<file path="src/rtl/f1_sequencer.sv">
// F1 start-lights sequencer: paces the lights shifter, holds for a random delay, then times the driver.
// Define F1_SEQ_BEST_TIME_EN to add the best_rt output, which tracks the fastest completed reaction.
module f1_sequencer #(
    parameter int TICK_CYCLES     = 50,
    parameter int DELAY_MIN_TICKS = 1,
    parameter int RT_W            = 16
) (
    input  logic            clk,
    input  logic            rst,
    input  logic            trigger,
    input  logic            react,
    output logic            step_en,
    output logic            lights_clr,
    output logic            busy,
    output logic            rt_valid,
    output logic [RT_W-1:0] rt_count,
    output logic            jump_start
`ifdef F1_SEQ_BEST_TIME_EN
    ,
    output logic [RT_W-1:0] best_rt
`endif
);

    localparam int TICK_W = (TICK_CYCLES > 2) ? $clog2(TICK_CYCLES) : 1;
    localparam int DLY_W  = $clog2(128 + DELAY_MIN_TICKS) + 1;
    localparam logic [TICK_W-1:0] TICK_LAST = TICK_W'(TICK_CYCLES - 1);

    // IDLE wait trigger | LIGHTING 8 steps | HOLD random delay | TIMING count | DONE result | FAULT jump start
    typedef enum logic [2:0] {
        S_IDLE,
        S_LIGHTING,
        S_HOLD,
        S_TIMING,
        S_DONE,
        S_FAULT
    } state_t;

    state_t            r_state;
    state_t            w_next;
    logic [TICK_W-1:0] r_tick;
    logic [3:0]        r_step;
    logic [DLY_W-1:0]  r_delay;
    logic [6:0]        r_lfsr;
    logic              r_react_q;
    logic [RT_W-1:0]   r_rt;
    logic              r_fault_entry;

    logic              w_tick;
    logic              w_react_rise;
    logic [RT_W-1:0]   w_rt_inc;

    assign w_tick       = (r_tick == TICK_LAST);
    assign w_react_rise = react & ~r_react_q;
    assign w_rt_inc     = (r_rt == {RT_W{1'b1}}) ? r_rt : r_rt + RT_W'(1);

    always_comb begin
        w_next     = r_state;
        step_en    = 1'b0;
        lights_clr = r_fault_entry;
        case (r_state)
            S_IDLE: begin
                if (trigger) w_next = S_LIGHTING;
            end
            S_LIGHTING: begin
                if (w_react_rise) begin
                    w_next = S_FAULT;
                end else if (w_tick) begin
                    step_en = 1'b1;
                    if (r_step == 4'd7) w_next = S_HOLD;
                end
            end
            S_HOLD: begin
                if (w_react_rise) begin
                    w_next = S_FAULT;
                end else if (w_tick && (r_delay == DLY_W'(1))) begin
                    lights_clr = 1'b1;
                    w_next     = S_TIMING;
                end
            end
            S_TIMING: begin
                if (w_react_rise) w_next = S_DONE;
            end
            S_DONE, S_FAULT: begin
                if (trigger) w_next = S_LIGHTING;
            end
            default: w_next = S_IDLE;
        endcase
    end

    always_ff @(posedge clk) begin
        if (rst) begin
            r_state       <= S_IDLE;
            r_tick        <= '0;
            r_step        <= '0;
            r_delay       <= '0;
            r_lfsr        <= 7'h01;
            r_react_q     <= 1'b0;
            r_rt          <= '0;
            r_fault_entry <= 1'b0;
        end else begin
            r_state       <= w_next;
            r_lfsr        <= {r_lfsr[5:0], r_lfsr[6] ^ r_lfsr[5]};
            r_react_q     <= react;
            // FAULT clears the lights once, on its first cycle only
            r_fault_entry <= (w_next == S_FAULT) && (r_state != S_FAULT);

            if ((w_next != r_state) || w_tick) r_tick <= '0;
            else                               r_tick <= r_tick + TICK_W'(1);

            if ((r_state != S_LIGHTING) && (w_next == S_LIGHTING)) r_step <= '0;
            else if (step_en)                                      r_step <= r_step + 4'd1;

            if ((r_state != S_HOLD) && (w_next == S_HOLD))
                r_delay <= DLY_W'(r_lfsr) + DLY_W'(DELAY_MIN_TICKS);
            else if ((r_state == S_HOLD) && w_tick)
                r_delay <= r_delay - DLY_W'(1);

            if ((r_state != S_TIMING) && (w_next == S_TIMING)) r_rt <= '0;
            else if (r_state == S_TIMING)                      r_rt <= w_rt_inc;
            else if ((r_state == S_DONE) && (w_next != S_DONE)) r_rt <= '0;
        end
    end

    assign busy       = (r_state == S_LIGHTING) || (r_state == S_HOLD) || (r_state == S_TIMING);
    assign rt_valid   = (r_state == S_DONE);
    assign jump_start = (r_state == S_FAULT);
    assign rt_count   = r_rt;

`ifdef F1_SEQ_BEST_TIME_EN
    logic [RT_W-1:0] r_best;

    always_ff @(posedge clk) begin
        if (rst) begin
            r_best <= {RT_W{1'b1}};
        end else if ((r_state == S_TIMING) && (w_next == S_DONE) && (w_rt_inc < r_best)) begin
            r_best <= w_rt_inc;
        end
    end

    assign best_rt = r_best;
`endif

endmodule

</file>
<file path="config.mk">
export PLATFORM = sky130hd
export DESIGN_NAME = f1_sequencer
export DESIGN_NICKNAME = d
export VERILOG_FILES = /design/src/rtl/f1_sequencer.sv
export SDC_FILE = /design/constraint.sdc
export NUM_CORES = 1
export LEC_CHECK = 0
export CORE_MARGIN = 4
export CORE_UTILIZATION = 25
export DETAILED_ROUTE_END_ITERATION = 10
export GPL_ROUTABILITY_DRIVEN = 1
export PLACE_DENSITY = 0.47
export SLEW_MARGIN = 20
export SYNTH_ARGS = -nofsm -noshare
export SYNTH_HDL_FRONTEND = slang
export SYNTH_SLANG_ARGS = --single-unit
</file>
<file path="constraint.sdc">
create_clock -name clk -period 2.57 [get_ports clk]
set_clock_uncertainty 0.05 [all_clocks]
set_input_delay 0.771 -clock clk [delete_from_list [all_inputs] [get_ports clk]]
set_output_delay 0.771 -clock clk [all_outputs]
set_load 0.02 [all_outputs]
</file>
==> summary.md <==
| Metric | Value |
|---|---|
| Synthesized net count | `308` |
| Vias/cell | `4.650` |
| Largest net degree at the start of global routing | `17` |
| GR Overflow Total | `0` |
| Max_cap viols | `0` |
| Post-synth ARST share | `0` |
| Drt drc | `0` |
| GR Util All Layers | `0.1066` |
| Post-Syn Instances | `296` |
| Vias in the first global route | `2070` |
| Starting DRT DRC Count | `104` |
| First-pass GRT wire length | `10180 µm` |
| Post-synth EDFFs | `0` |
| Crit path capture type | `primary output` |
| Core ar. | `9864 µm²` |
| Slew @ Worst Pin | `419.1 ps` |
| Max Slew Vio Count | `0` |
| Gpl congestion | `0.8132` |
| Rows | `36` |
| YS warnings | `0` |
| Synth unique cells | `53` |
| Final nets | `362` |
| Worst rel slew slack | `0.7191` |
| Dpl ws | `-514.5 ps` |
| LEAKAGE | `1.252 nW` |
| Synth top area share | `0.3686` |
| Hold Violations, Final | `0` |
| Hold Crit Class | `reg2reg` |
| Total CTS buffers | `5` |
| CP Cell Sequence | `dlygate4sd2_1 > nor2b_1 > nor4_4 > buf_4` |
| Port Buf Inserts | `24` |
| Period minus WS final | `2434 ps` |
| Die Wd | `109.0 µm` |
| Fin Setup TNS | `0 ps` |
| Deepest clock path buffer count | `2` |
| Required @ worst endpoint | `1750 ps` |
| Pwr/cell area | `412.1 nW/µm²` |
| Pwr Total | `1.350 mW` |
| # H-tree levels | `2` |
| P&R area growth vs syn | `28.33%` |
| Post-route ant nets | `0` |
| Vias | `2246` |
| Startpoint types | `input pin` |
| CTS tree | `done` |
| Post-synth top flop | `dfxtp_1` |
| Top Ports | `25` |
| Status | `finished clean` |
| Sequential area share after synthesis | `0.3686` |
| Max stage delay on crit path | `250 ps` |
| Kind of critical path | `in2out` |
| Slowest cell on crit path | `dlygate4sd2_1` |
| Critical Path AT | `1610 ps` |
| Drt pass-1 iters | `4` |
| Setup ws final | `135.8 ps` |
| Fin util | `0.3321` |
| Hold slack final | `455.5 ps` |
| DP HPWL | `4556 µm` |
| Final WL | `6068 µm` |
| Share of post-route cells with drive strength above 1 | `0.1657` |
| Die Span Y | `109.0 µm` |
| Tcrit/Tclk final | `0.9472` |
| Starting Density | `0.2588` |
| Yosys reg bits | `47` |
| Worst skew pair latency | `300 ps` |
| Worst vdd rail ir drop | `0.1596 mV` |
| Post-Syn Area | `2552 µm²` |
| Die area | `11890 µm²` |
| Synth area leader | `dfxtp_1` |
| CP max FO | `2` |
| Unrepaired setup endpoints after global routing | `no` |
| F_max | `0.4108 GHz` |
| Cts hold-fix bufs | `0` |
| Final setup viols | `0` |
| ANT cells | `0` |
| WL/cell | `12.56 µm` |
| Cell at the root of the clock tree | `clkbuf_8` |
| Largest cells by area after synthesis | `dfxtp_1 37%, xor2_1 5.8%, nor2_1 5.4%, a21oi_1 4.7%, ha_1 3.9%` |
| Worst-path clk slew | `80 ps` |
| CTS Sinks | `47` |
| Syn Area/Cell | `8.623 µm²` |
| Initial antenna violation count | `0` |
## cell type report
class	count	area (µm²)
clock buffer	6	82.58
clock inverter	1	5.005
fill	1013	6589
inverter	7	26.28
multi-input combinational	229	1533
sequential	47	942.2
tap	133	166.4
timing repair buffer	60	520.5
## sequential cells by signal, summed over array words and instances, names as in the netlist
register,flops
r_state,3
r_step,4
r_tick,6
r_delay,9
r_react_q,1
r_lfsr,7
rt_count,16
r_fault_entry,1
## where the power goes
part / switching (mW) / internal, mW
clock network: 0.249 / 0.212
registers: 0.00897 / 0.738
logic: 0.0771 / 0.0644
total: 0.335 / 1.01
## critical path: cells and delay by family
| family | cells | cell delay, ps |
|---|---|---|
| buffers and inverters | 2 | 440 |
| AND/OR/NAND/NOR | 2 | 410 |
## layer usage
metal  routed length, µm  track usage  part of all wire  up-vias
li1                    -            -                 -     1172
met1                3203       0.1527              0.53     1035
met2                2582       0.1596              0.43       34
met3                 195      0.02013             0.032        5
met4                  86      0.03517             0.014        0
met5                   0            0                 0        -
## worst paths after layout
| kind | start | to | slack (ps) | depth (start not counted) |
|---|---|---|---|---|
| worst max register to register | rt_count[0] | rt_count[7] | 510 | 6 |
| worst max-delay path | react | step_en | 140 | 4 |
| worst min-delay path | r_lfsr[4] | r_lfsr[5] | 460 | 1 |
| worst min register to register | r_lfsr[4] | r_lfsr[5] | 460 | 1 |
## Yosys cell counts (all sizes together), types with 7 or more instances
cell	n
a21oi	24
a31oi	7
clkbuf	7
dfxtp	47
ha	8
inv	7
nand2	10
nand3	15
nand4	7
nor2	38
nor2b	10
nor3	11
o21ai	11
xnor2	9
xor2	17
## through the flow
stage,instance area (µm²),cells
2_1_floorplan,2552,296
3_3_place_gp,3171,476
3_5_place_dp,3171,476
4_1_cts,3261,483
5_1_grt,3276,483
6_report,3276,483
## cells in the final DEF (no fill, tap or decap), types with 5 or more instances in the layout
master / count
xnor2_1: 9
ha_1: 7
nand2_1: 10
clkbuf_8: 6
nor2b_1: 10
o21ai_0: 9
a21oi_1: 24
buf_4: 35
clkdlybuf4s50_1: 18
inv_1: 7
nand4_1: 7
a211oi_1: 6
nand3_1: 15
xor2_1: 17
nor3_1: 9
nor2_1: 37
dfxtp_1: 46
nor4_1: 5
a31oi_1: 6
a22oi_1: 5
## timing repair
action,CTS,global route
resized for setup,16,4
cloned,0,0
pin swaps,1,1
setup buffers,0,0
endpoints found under the setup margin,5,2
## cell families (layout without fill, tap and decap cells)
kind of cell               Yosys count  count (layout)  synth area share
AOI/OAI and AO/OA                   64              64            0.1613
adders and majority gates            8               8           0.03922
and+or+nand+nor                    128             128            0.2917
muxes                                3               3           0.01177
DFF                                 47              47            0.3686
buffers and inverters               20              74           0.03824
xor gates and xnor gates            26              26           0.08922
No activity file was read; power rests on OpenSTA's default activity.
